==> src/rtl/mem_arbiter_pkg.sv <==
// ---------------------------------------------------------------------------
// mem_arbiter_pkg
// Shared definitions for the two-master firmware RAM/MMIO arbiter:
//   - FSM state encoding (IDLE -> BUSY -> RESP -> IDLE)
//   - one-hot grant codes {m1,m0}
//   - default read data returned on a watchdog-terminated access
//   - pickGrant helper that resolves which master wins a request
// ---------------------------------------------------------------------------
package mem_arbiter_pkg;

    typedef enum logic [1:0] {
        ST_IDLE = 2'd0,
        ST_BUSY = 2'd1,
        ST_RESP = 2'd2
    } arbState_t;

    localparam int GRANT_W = 2;

    localparam logic [GRANT_W-1:0] GRANT_NONE = 2'b00;
    localparam logic [GRANT_W-1:0] GRANT_M0   = 2'b01;
    localparam logic [GRANT_W-1:0] GRANT_M1   = 2'b10;

    localparam logic [31:0] ERR_RDATA_DEFAULT = 32'hDEAD_BEEF;

    // m1 wins when it is the only requester, or when both request and the
    // caller says m1 is preferred. Only meaningful when at least one is valid.
    function automatic logic [GRANT_W-1:0] pickGrant(input logic m0Valid,
                                                     input logic m1Valid,
                                                     input logic preferM1);
        if (m1Valid && (!m0Valid || preferM1)) begin
            return GRANT_M1;
        end
        return GRANT_M0;
    endfunction

endpackage

==> src/rtl/mem_arbiter_if.sv <==
// ---------------------------------------------------------------------------
// mem_arbiter_if
// Bundles the two native-bus masters (picorv32 semantics), the shared slave
// port and the arbiter status lines.
// Modports:
//   arbiter : the mem_arbiter block itself
//   master  : the requesting side (m0 core, m1 DMA/loader) plus err_clr,
//             sees ready/rdata, grant and timeout_err
//   slave   : the RAM/MMIO decode side, sees s_* request, returns s_ready/s_rdata
// Parameters: ADDR_W address width, DATA_W data width (strobes DATA_W/8).
// ---------------------------------------------------------------------------
interface mem_arbiter_if
    import mem_arbiter_pkg::*;
#(
    parameter int ADDR_W = 32,
    parameter int DATA_W = 32
);
    localparam int STRB_W = DATA_W / 8;

    logic              m0_valid;
    logic [ADDR_W-1:0] m0_addr;
    logic [DATA_W-1:0] m0_wdata;
    logic [STRB_W-1:0] m0_wstrb;
    logic              m0_ready;
    logic [DATA_W-1:0] m0_rdata;

    logic              m1_valid;
    logic [ADDR_W-1:0] m1_addr;
    logic [DATA_W-1:0] m1_wdata;
    logic [STRB_W-1:0] m1_wstrb;
    logic              m1_ready;
    logic [DATA_W-1:0] m1_rdata;

    logic              s_valid;
    logic [ADDR_W-1:0] s_addr;
    logic [DATA_W-1:0] s_wdata;
    logic [STRB_W-1:0] s_wstrb;
    logic              s_ready;
    logic [DATA_W-1:0] s_rdata;

    logic [GRANT_W-1:0] grant;
    logic               timeout_err;
    logic               err_clr;

    modport arbiter (
        input  m0_valid, m0_addr, m0_wdata, m0_wstrb,
        output m0_ready, m0_rdata,
        input  m1_valid, m1_addr, m1_wdata, m1_wstrb,
        output m1_ready, m1_rdata,
        output s_valid, s_addr, s_wdata, s_wstrb,
        input  s_ready, s_rdata,
        output grant, timeout_err,
        input  err_clr
    );

    modport master (
        output m0_valid, m0_addr, m0_wdata, m0_wstrb,
        input  m0_ready, m0_rdata,
        output m1_valid, m1_addr, m1_wdata, m1_wstrb,
        input  m1_ready, m1_rdata,
        input  grant, timeout_err,
        output err_clr
    );

    modport slave (
        input  s_valid, s_addr, s_wdata, s_wstrb,
        output s_ready, s_rdata
    );

endinterface

==> src/rtl/mem_arbiter_watchdog.sv <==
// ---------------------------------------------------------------------------
// mem_arbiter_watchdog
// Saturating cycle counter used to terminate slave accesses that never
// complete. Counts from 0 while enabled and raises o_expired once the count
// reaches TIMEOUT_CYCLES-1, i.e. on the TIMEOUT_CYCLES-th enabled cycle.
// Ports:
//   clk, reset : clock / asynchronous active-high reset
//   i_clear    : force the count back to 0 (has priority over i_enable)
//   i_enable   : advance the count by one per cycle
//   o_expired  : count has reached TIMEOUT_CYCLES-1
// ---------------------------------------------------------------------------
module mem_arbiter_watchdog #(
    parameter int TIMEOUT_CYCLES = 16
) (
    input  logic clk,
    input  logic reset,
    input  logic i_clear,
    input  logic i_enable,
    output logic o_expired
);
    localparam int CNT_W = $clog2(TIMEOUT_CYCLES) + 1;

    logic [CNT_W-1:0] r_count;

    // Counter holds at the terminal value so o_expired stays stable until the
    // owner clears it.
    always_ff @(posedge clk or posedge reset) begin
        if (reset) begin
            r_count <= '0;
        end else if (i_clear) begin
            r_count <= '0;
        end else if (i_enable && !o_expired) begin
            r_count <= r_count + 1'b1;
        end
    end

    assign o_expired = (r_count == CNT_W'(TIMEOUT_CYCLES - 1));

endmodule

==> src/rtl/mem_arbiter.sv <==
// ---------------------------------------------------------------------------
// mem_arbiter
// Two-master arbiter sharing the firmware RAM/MMIO slave between the
// picorv32 core (m0) and a second native-bus requester (m1). One
// transaction at a time: IDLE -> BUSY -> RESP -> IDLE, minimum 3 cycles.
// A watchdog ends BUSY after TIMEOUT_CYCLES cycles without s_ready, returning
// ERR_RDATA and setting the sticky timeout_err flag.
// Configuration macro:
//   ARB_FIXED_PRIO_EN defined   : m0 always wins simultaneous requests
//   ARB_FIXED_PRIO_EN undefined : round-robin using the last granted master
// Ports:
//   clk, reset : clock / asynchronous active-high reset
//   bus        : mem_arbiter_if.arbiter (m0_*, m1_*, s_*, grant,
//                timeout_err, err_clr)
// ---------------------------------------------------------------------------
module mem_arbiter
    import mem_arbiter_pkg::*;
#(
    parameter int                ADDR_W         = 32,
    parameter int                DATA_W         = 32,
    parameter int                TIMEOUT_CYCLES = 16,
    parameter logic [DATA_W-1:0] ERR_RDATA      = ERR_RDATA_DEFAULT
) (
    input  logic            clk,
    input  logic            reset,
    mem_arbiter_if.arbiter  bus
);
    localparam int STRB_W = DATA_W / 8;

    arbState_t          r_state;
    logic [GRANT_W-1:0] r_grant;
    logic               r_sValid;
    logic               r_m0Ready;
    logic               r_m1Ready;
    logic [DATA_W-1:0]  r_m0Rdata;
    logic [DATA_W-1:0]  r_m1Rdata;
    logic               r_timeoutErr;

    logic               w_anyValid;
    logic               w_preferM1;
    logic [GRANT_W-1:0] w_winner;
    logic               w_wdExpired;
    logic               w_finish;
    logic [DATA_W-1:0]  w_respData;
    logic [ADDR_W-1:0]  w_sAddr;
    logic [DATA_W-1:0]  w_sWdata;
    logic [STRB_W-1:0]  w_sWstrb;

    assign w_anyValid = bus.m0_valid | bus.m1_valid;
    assign w_winner   = pickGrant(bus.m0_valid, bus.m1_valid, w_preferM1);

`ifdef ARB_FIXED_PRIO_EN
    assign w_preferM1 = 1'b0;
`else
    logic [GRANT_W-1:0] r_lastGrant;

    // Remember who was granted last so a simultaneous request goes to the
    // other master. Starts as m1 so the core wins the first tie after reset.
    always_ff @(posedge clk or posedge reset) begin
        if (reset) begin
            r_lastGrant <= GRANT_M1;
        end else if (r_state == ST_IDLE && w_anyValid) begin
            r_lastGrant <= w_winner;
        end
    end

    assign w_preferM1 = (r_lastGrant == GRANT_M0);
`endif

    mem_arbiter_watchdog #(
        .TIMEOUT_CYCLES (TIMEOUT_CYCLES)
    ) u_watchdog (
        .clk       (clk),
        .reset     (reset),
        .i_clear   (r_state != ST_BUSY),
        .i_enable  (r_state == ST_BUSY),
        .o_expired (w_wdExpired)
    );

    // A real s_ready on the last watchdog cycle beats the timeout.
    assign w_finish   = bus.s_ready | w_wdExpired;
    assign w_respData = bus.s_ready ? bus.s_rdata : ERR_RDATA;

    // Slave request fields follow the granted master combinationally.
    assign w_sAddr  = r_grant[1] ? bus.m1_addr  : bus.m0_addr;
    assign w_sWdata = r_grant[1] ? bus.m1_wdata : bus.m0_wdata;
    assign w_sWstrb = r_grant[1] ? bus.m1_wstrb : bus.m0_wstrb;

    // Main transaction FSM with registered handshake outputs. err_clr is
    // applied first so a timeout in the same cycle overrides it.
    always_ff @(posedge clk or posedge reset) begin
        if (reset) begin
            r_state      <= ST_IDLE;
            r_grant      <= GRANT_NONE;
            r_sValid     <= 1'b0;
            r_m0Ready    <= 1'b0;
            r_m1Ready    <= 1'b0;
            r_m0Rdata    <= '0;
            r_m1Rdata    <= '0;
            r_timeoutErr <= 1'b0;
        end else begin
            r_m0Ready <= 1'b0;
            r_m1Ready <= 1'b0;
            if (bus.err_clr) begin
                r_timeoutErr <= 1'b0;
            end
            case (r_state)
                ST_IDLE: begin
                    if (w_anyValid) begin
                        r_grant  <= w_winner;
                        r_sValid <= 1'b1;
                        r_state  <= ST_BUSY;
                    end
                end
                ST_BUSY: begin
                    if (w_finish) begin
                        if (r_grant[1]) begin
                            r_m1Ready <= 1'b1;
                            r_m1Rdata <= w_respData;
                        end else begin
                            r_m0Ready <= 1'b1;
                            r_m0Rdata <= w_respData;
                        end
                        if (!bus.s_ready) begin
                            r_timeoutErr <= 1'b1;
                        end
                        r_sValid <= 1'b0;
                        r_state  <= ST_RESP;
                    end
                end
                ST_RESP: begin
                    r_grant <= GRANT_NONE;
                    r_state <= ST_IDLE;
                end
                default: begin
                    r_grant  <= GRANT_NONE;
                    r_sValid <= 1'b0;
                    r_state  <= ST_IDLE;
                end
            endcase
        end
    end

    assign bus.s_valid     = r_sValid;
    assign bus.s_addr      = w_sAddr;
    assign bus.s_wdata     = w_sWdata;
    assign bus.s_wstrb     = w_sWstrb;
    assign bus.m0_ready    = r_m0Ready;
    assign bus.m0_rdata    = r_m0Rdata;
    assign bus.m1_ready    = r_m1Ready;
    assign bus.m1_rdata    = r_m1Rdata;
    assign bus.grant       = r_grant;
    assign bus.timeout_err = r_timeoutErr;

endmodule

==> src/flat_wrapper.sv <==
// flat-port wrapper written by rule: the top's interface ports become plain ports
module mem_arbiter_flat import mem_arbiter_pkg::*;
#(
    parameter int                ADDR_W         = 32,
    parameter int                DATA_W         = 32,
    parameter int                TIMEOUT_CYCLES = 16,
    parameter logic [DATA_W-1:0] ERR_RDATA      = ERR_RDATA_DEFAULT
)
  (clk, reset, bus_m0_valid, bus_m0_addr, bus_m0_wdata, bus_m0_wstrb, bus_m0_ready, bus_m0_rdata, bus_m1_valid, bus_m1_addr, bus_m1_wdata, bus_m1_wstrb, bus_m1_ready, bus_m1_rdata, bus_s_valid, bus_s_addr, bus_s_wdata, bus_s_wstrb, bus_s_ready, bus_s_rdata, bus_grant, bus_timeout_err, bus_err_clr);
  mem_arbiter_if #(.ADDR_W(ADDR_W), .DATA_W(DATA_W)) bus_i ();
  input  logic clk;
  input  logic reset;
  input wire logic [$bits(bus_i.m0_valid)-1:0] bus_m0_valid;
  input wire logic [$bits(bus_i.m0_addr)-1:0] bus_m0_addr;
  input wire logic [$bits(bus_i.m0_wdata)-1:0] bus_m0_wdata;
  input wire logic [$bits(bus_i.m0_wstrb)-1:0] bus_m0_wstrb;
  output wire logic [$bits(bus_i.m0_ready)-1:0] bus_m0_ready;
  output wire logic [$bits(bus_i.m0_rdata)-1:0] bus_m0_rdata;
  input wire logic [$bits(bus_i.m1_valid)-1:0] bus_m1_valid;
  input wire logic [$bits(bus_i.m1_addr)-1:0] bus_m1_addr;
  input wire logic [$bits(bus_i.m1_wdata)-1:0] bus_m1_wdata;
  input wire logic [$bits(bus_i.m1_wstrb)-1:0] bus_m1_wstrb;
  output wire logic [$bits(bus_i.m1_ready)-1:0] bus_m1_ready;
  output wire logic [$bits(bus_i.m1_rdata)-1:0] bus_m1_rdata;
  output wire logic [$bits(bus_i.s_valid)-1:0] bus_s_valid;
  output wire logic [$bits(bus_i.s_addr)-1:0] bus_s_addr;
  output wire logic [$bits(bus_i.s_wdata)-1:0] bus_s_wdata;
  output wire logic [$bits(bus_i.s_wstrb)-1:0] bus_s_wstrb;
  input wire logic [$bits(bus_i.s_ready)-1:0] bus_s_ready;
  input wire logic [$bits(bus_i.s_rdata)-1:0] bus_s_rdata;
  output wire logic [$bits(bus_i.grant)-1:0] bus_grant;
  output wire logic [$bits(bus_i.timeout_err)-1:0] bus_timeout_err;
  input wire logic [$bits(bus_i.err_clr)-1:0] bus_err_clr;
  assign bus_i.m0_valid = bus_m0_valid;
  assign bus_i.m0_addr = bus_m0_addr;
  assign bus_i.m0_wdata = bus_m0_wdata;
  assign bus_i.m0_wstrb = bus_m0_wstrb;
  assign bus_m0_ready = bus_i.m0_ready;
  assign bus_m0_rdata = bus_i.m0_rdata;
  assign bus_i.m1_valid = bus_m1_valid;
  assign bus_i.m1_addr = bus_m1_addr;
  assign bus_i.m1_wdata = bus_m1_wdata;
  assign bus_i.m1_wstrb = bus_m1_wstrb;
  assign bus_m1_ready = bus_i.m1_ready;
  assign bus_m1_rdata = bus_i.m1_rdata;
  assign bus_s_valid = bus_i.s_valid;
  assign bus_s_addr = bus_i.s_addr;
  assign bus_s_wdata = bus_i.s_wdata;
  assign bus_s_wstrb = bus_i.s_wstrb;
  assign bus_i.s_ready = bus_s_ready;
  assign bus_i.s_rdata = bus_s_rdata;
  assign bus_grant = bus_i.grant;
  assign bus_timeout_err = bus_i.timeout_err;
  assign bus_i.err_clr = bus_err_clr;
  mem_arbiter #(.ADDR_W(ADDR_W), .DATA_W(DATA_W), .TIMEOUT_CYCLES(TIMEOUT_CYCLES), .ERR_RDATA(ERR_RDATA)) u_core (.clk(clk), .reset(reset), .bus(bus_i));
endmodule
==> config.mk <==
export PLATFORM = sky130hd
export DESIGN_NAME = mem_arbiter_flat
export DESIGN_NICKNAME = d
export VERILOG_FILES = /design/src/rtl/mem_arbiter_pkg.sv /design/src/rtl/mem_arbiter_if.sv /design/src/rtl/mem_arbiter_watchdog.sv /design/src/rtl/mem_arbiter.sv /design/src/flat_wrapper.sv
export SDC_FILE = /design/constraint.sdc
export NUM_CORES = 1
export LEC_CHECK = 0
export CORE_AREA = 4 4 120 122
export CTS_CLUSTER_DIAMETER = 100
export DETAILED_ROUTE_END_ITERATION = 6
export DIE_AREA = 0 0 124 126
export GPL_ROUTABILITY_DRIVEN = 0
export PLACE_DENSITY_LB_ADDON = 0.08
export SLEW_MARGIN = 20
export SYNTH_ARGS = -nofsm -noshare
export SYNTH_HDL_FRONTEND = slang
export SYNTH_SLANG_ARGS = --single-unit
==> constraint.sdc <==
create_clock -name clk -period 6.3 [get_ports clk]
set_input_delay 1.26 -clock clk [delete_from_list [all_inputs] [get_ports clk]]
set_output_delay 1.26 -clock clk [all_outputs]
set_load 0.03 [all_outputs]
## Word level (Yosys, flattened, before mapping)

Index checks and enable logic that the tools add are counted.

| word-level totals | value |
|---|---|
| bits in registers | 79 |
| bits in latches | 0 |
| bits in writable memories | 0 |
| ROM bits | 0 |
| bits of input ports | 174 |
| logic and storage cells | 63 |
| memories kept | 0 |

| cells by class | value |
|---|---|
| $add $sub $neg | 1 |
| multiply operators | 0 |
| div/mod/pow operators | 0 |
| order comparisons | 0 |
| eq/ne operators | 7 |
| shift-type cells | 0 |
| multiplexer cells | 27 |
| bitwise logic cells | 5 |
| reductions and logical operators | 13 |

Operators by type and width:

| operator | number |
|---|---|
| $mux W32 | 3 |
| $mux W1 | 13 |
| $mux W2 | 5 |
| $mux W5 | 2 |
| $reduce_and A3 Y1 | 3 |
| $pmux W2 S2 | 2 |
| $ne A2 B1 Y1 const B | 3 |
| $add A5 B1 Y5 const B | 1 |
| $eq A5 B4 Y1 const B | 1 |
| $eq A2 B1 Y1 const B | 2 |
| $mux W4 | 1 |
| $reduce_and A2 Y1 | 2 |
| $logic_and A1 B1 Y1 | 3 |
| $not A1 Y1 | 3 |
| $pmux W1 S3 | 1 |
| $eq A2 B2 Y1 const B | 1 |
| $logic_not A1 Y1 | 2 |
| $logic_not A2 Y1 | 1 |
| $or A1 B1 Y1 | 2 |
| $reduce_bool A2 Y1 | 1 |
| $logic_or A1 B1 Y1 | 1 |

## Longest topological paths before layout

| logic depth | value |
|---|---|
| depth in word-level cells | 7 |
| mapped depth | 8 |
| mapped depth without buffers | 6 |

## Hierarchy

Synthesis repeated with hierarchy kept, for this count alone.

| unflattened totals | value |
|---|---|
| cells, all modules | 311 |
| area total of the unflattened synthesis | 4112.7 um^2 |

By module, submodules not included:

| module | instances | cells each | area an instance (um^2) |
|---|---|---|---|
| mem_arbiter | 1 | 287 | 3848.7 |
| mem_arbiter_watchdog | 1 | 24 | 264.0 |

## Worst setup path before layout

OpenSTA, ideal clock, no wires.

| path | value |
|---|---|
| kind | register to output |
| from | register u_core.r_grant[1], in the netlist u_core.bus.grant[1] |
| to | output port bus_s_addr[22] |
| arrival | 1.606 ns |
| path slack | 3.434 ns |
| stages on the path, launching flop included | 5 |
| buffers on the path | 3 |
| cell sequence | dfrtp_1 > buf_2 > buf_2 > buf_2 > mux2_2 |

| on the way | value |
|---|---|
| cells in the longest elaborated chain, start to end | 1 |

Ends and longest elaborated chain:

| item | RTL line | RTL |
|---|---|---|
| start: declaration | mem_arbiter.sv:31 | `logic [GRANT_W-1:0] r_grant;` |
| start signal: assignment | mem_arbiter.sv:110 | `r_grant <= w_winner;` |
| $mux W32 | mem_arbiter.sv:85 | `assign w_sAddr = r_grant[1] ? bus.m1_addr : bus.m0_addr;` |
| end: declaration | flat_wrapper.sv:26 | `output wire logic [$bits(bus_i.s_addr)-1:0] bus_s_addr;` |

Every way passes these cells.

## Final worst setup path

| path | value |
|---|---|
| from | register u_core.r_grant[1], in the netlist u_core.bus.grant[1] |
| to | output port bus_s_wdata[31] |

| on the way | value |
|---|---|
| cells in the longest elaborated chain, start to end | 1 |

Ends and longest elaborated chain:

| item | RTL line | RTL |
|---|---|---|
| $mux W32 | mem_arbiter.sv:86 | `assign w_sWdata = r_grant[1] ? bus.m1_wdata : bus.m0_wdata;` |
| end: declaration | flat_wrapper.sv:27 | `output wire logic [$bits(bus_i.s_wdata)-1:0] bus_s_wdata;` |

Every way passes these cells.

==> run_results.csv <==
group,metric,value,unit
global_routing,antenna_found_initial,0,
power_and_ir_drop,switching_power,1.35,mW
cts,cts_buffers,9,
yosys,synth_cell_type_count,36,
power_and_ir_drop,sw_frac_of_total,40.0,%
timing,fmax,248,MHz
placed_design,dp_slack,2380,ps
cts,cts_tree,"built",
finish,antenna_cells,0,
setup_path,cp_slowest_cell,"dfrtp_2",
yosys,synth-edff-count,0,
finish,stdcell_count,797,
timing,final-hold-violation-count,0,
yosys,ys_ff_latch,79,
power_and_ir_drop,ir_worst_vdd,0.176,mV
status,status,"completed",
finish,drive_gt1_share,25.6,%
floorplan,die_area,15600,um^2
floorplan,die_h,126,um
setup_path,r2r_start,"u_core.u_watchdog.r_count[0]",
timing,timing.setup.tns,0,ps
setup_path,worstRegToRegCells,7,
route,num_vias,3596,
floorplan,initial_core_util,31.0,%
global_routing,grt_pass1_vias,3940,
power_and_ir_drop,power_frac_comb,56.9,%
timing,finalSetupViolations,0,
cts,clockRootBuffer,"clkbuf_16",
setup_path,cp_slowest_stage_delay,820,ps
global_routing,gr-total-overflow,0,
route,drt_iter0_markers,121,
timing,timing.hold.ws,499,ps
global_routing,grt_max_degree,52,
global_routing,grt_pass1_wl,21.7,mm
power_and_ir_drop,leakagePower,2.98,nW
timing,clock_skew,6.81,ps
setup_path,crit_fanout,41,
setup_path,arrival,2760,ps
cts,clkSlewWorstSetupHoldPaths,60,ps
yosys,ys_top_cells_by_count,"132 x mux2_2, 78 x dfrtp_1, 26 x nand2b_1",
yosys,synth.avg_cell_area,13.3,um^2
worst_hold_path,holdPathEnd,"u_core.bus.m0_rdata[25]",
yosys,synth.top_cell.area_share,47.7,%
yosys,synth_warnings,0,
placed_design,post-dp-hpwl,11.8,mm
placed_design,numPortBuffers,311,
cts,cts_buffer_depth,2,
timing,layout_setup_ws,2280,ps
setup_path,cp_top_family,"buffers and inverters",
timing,finalMaxSlewViolations,0,
floorplan,fp.dieW,124,um
cts,cts-htree-levels,3,
setup_path,timing.rr.end,"u_core.bus.m1_rdata[28]",
yosys,syn_nets,484,
setup_path,end_kind,"output port",
yosys,netlist_area,4090,um^2
power_and_ir_drop,power_frac_seq,26.2,%
job,cap_violations,0,
setup_path,ff2ff_setup_slack,3480,ps
power_and_ir_drop,clock_power_share,16.9,%
yosys,synthFlopType,"dfrtp_1",
worst_hold_path,hp-class,"reg2reg",
power_and_ir_drop,p_int,2.03,mW
setup_path,required,5040,ps
yosys,synth_top_area_cell,"dfrtp_1",
route,vias_per_cell,4.51,
timing,worst_pin_slew,712,ps
worst_hold_path,hold_depth,1,
floorplan,rows,42,
setup_path,path_cells,"buf_4 > mux2_2 > clkdlybuf4s50_1",
yosys,async_reset_ff_share,100,%
power_and_ir_drop,p_per_area,441,nW/um^2
yosys,synth.most_common_cell,"mux2_2",
global_routing,grtUsageTotal,18.4,%
yosys,synth_area_leaders,"dfrtp_1 48%, mux2_2 36%, nand2b_1 4.0%, and2_1 1.2%, buf_6 1.1%",
placed_design,placedCellCount,781,
route,ant_nets,0,
route,drt_wl_total,14.6,mm
timing,finalCriticalPeriod,4020,ps
cts,clkLatencyLatePin,330,ps
finish,area_growth,87.7,%
floorplan,core_area,13200,um^2
cts,cts_sinks,79,
timing,grt_setup_unrepaired,"false",
cts,cts_resized,0,
timing,relSlewSlack,52.5,%
finish,final_net_count,792,
setup_path,crit_type,"reg2out",
finish,post-route-util,58.2,%
setup_path,worst-path-buf-inv,2,
route,wl_per_cell,18.3,um
floorplan,ios,312,
setup_path,cp.depth,3,
worst_hold_path,hp-start,"u_core.bus.m0_rdata[25]",
yosys,syn_inst,308,
yosys,yosysSeqAreaShare,48.3,%
cts,ctsHoldBuffers,0,
route,post-route-drc-count,0,
route,firstDrtPassIters,4,
cts,postCtsSetupBuffers,0,
setup_path,cp-start-kind,"flop",
timing,period_share,63.9,%
flip-flops by register name, indices dropped and copies added, names as in the netlist, 2 cells and up:
name / cells
u_core.bus.grant: 2
u_core.bus.m0_rdata: 32
u_core.bus.m1_rdata: 32
u_core.r_lastGrant: 2
u_core.r_state: 2
u_core.u_watchdog.r_count: 5
worst max path at each step:
stage | from | to | slack [ps]
global placement | bus_m0_wdata[17] | bus_s_wdata[17] | 2420
global route | u_core.bus.grant[1] | bus_s_wdata[1] | 2130
floorplan | reset | u_core.bus.grant[0] | 3020
CTS | u_core.bus.grant[1] | bus_s_addr[31] | 2220
detailed placement | bus_s_ready | u_core.bus.m1_rdata[28] | 2380
finish | u_core.bus.grant[1] | bus_s_wdata[31] | 2280
cells in the final DEF (no fill, tap or decap), types with 2 or more instances in the layout:
| cell | n |
|---|---|
| clkbuf_16 | 9 |
| inv_1 | 4 |
| a21oi_1 | 3 |
| o21ai_0 | 2 |
| dfrtp_1 | 77 |
| clkbuf_8 | 2 |
| nand2b_1 | 26 |
| nor2_1 | 10 |
| bufinv_16 | 2 |
| xor2_1 | 2 |
| buf_4 | 5 |
| mux2_2 | 132 |
| ha_1 | 2 |
| and2_1 | 8 |
| clkdlybuf4s50_1 | 311 |
metal layers:
metal / wire (um) / part of all wire [%] / up-vias / global-route usage [%]
met1: 5290 / 36 / 1732 / 20.5
li1: - / - / 1702 / -
met4: 176 / 1.2 / 0 / 4.45
met5: 0 / 0 / - / 0
met2: 7850 / 54 / 155 / 33.0
met3: 1290 / 8.8 / 7 / 6.55
area by class of cell:
class,instances,area [um^2]
tap,176,220
clock inverter,4,76.3
multi-input combinational,205,1980
inverter,5,20.0
sequential,79,1980
fill,1090,5510
clock buffer,12,256
timing repair buffer,316,3150
power by group through the flow:
stage / combinational (mW) / clock (mW) / sequential [mW]
after floorplan: 0.716 / 0 / 1.27
after global placement: 1.93 / 0 / 0.892
after detailed placement: 1.95 / 0 / 0.899
after CTS: 1.96 / 0.586 / 0.893
after global routing: 2.02 / 0.611 / 0.923
final: 1.93 / 0.571 / 0.888
per-stage QoR:
| step | area (um^2) | total power, mW |
|---|---|---|
| 5_1_grt | 7680 | 3.55 |
| 2_1_floorplan | 4090 | 1.99 |
| 3_3_place_gp | 7350 | 2.82 |
| 4_1_cts | 7680 | 3.43 |
| 6_report | 7680 | 3.39 |
| 3_5_place_dp | 7350 | 2.85 |
kinds of logic (layout without fill, tap and decap cells):
| kind of cell | count (synthesis) | in the layout | synth area share, % |
|---|---|---|---|
| compound gates | 12 | 12 | 2.02 |
| xor+xnor | 3 | 3 | 0.642 |
| fa+ha+maj | 2 | 2 | 0.611 |
| buf+inv | 24 | 337 | 3.33 |
| flops | 79 | 79 | 48.3 |
| mux | 134 | 134 | 36.8 |
| simple gates | 54 | 54 | 8.25 |
No activity file was read; power rests on OpenSTA's default activity.
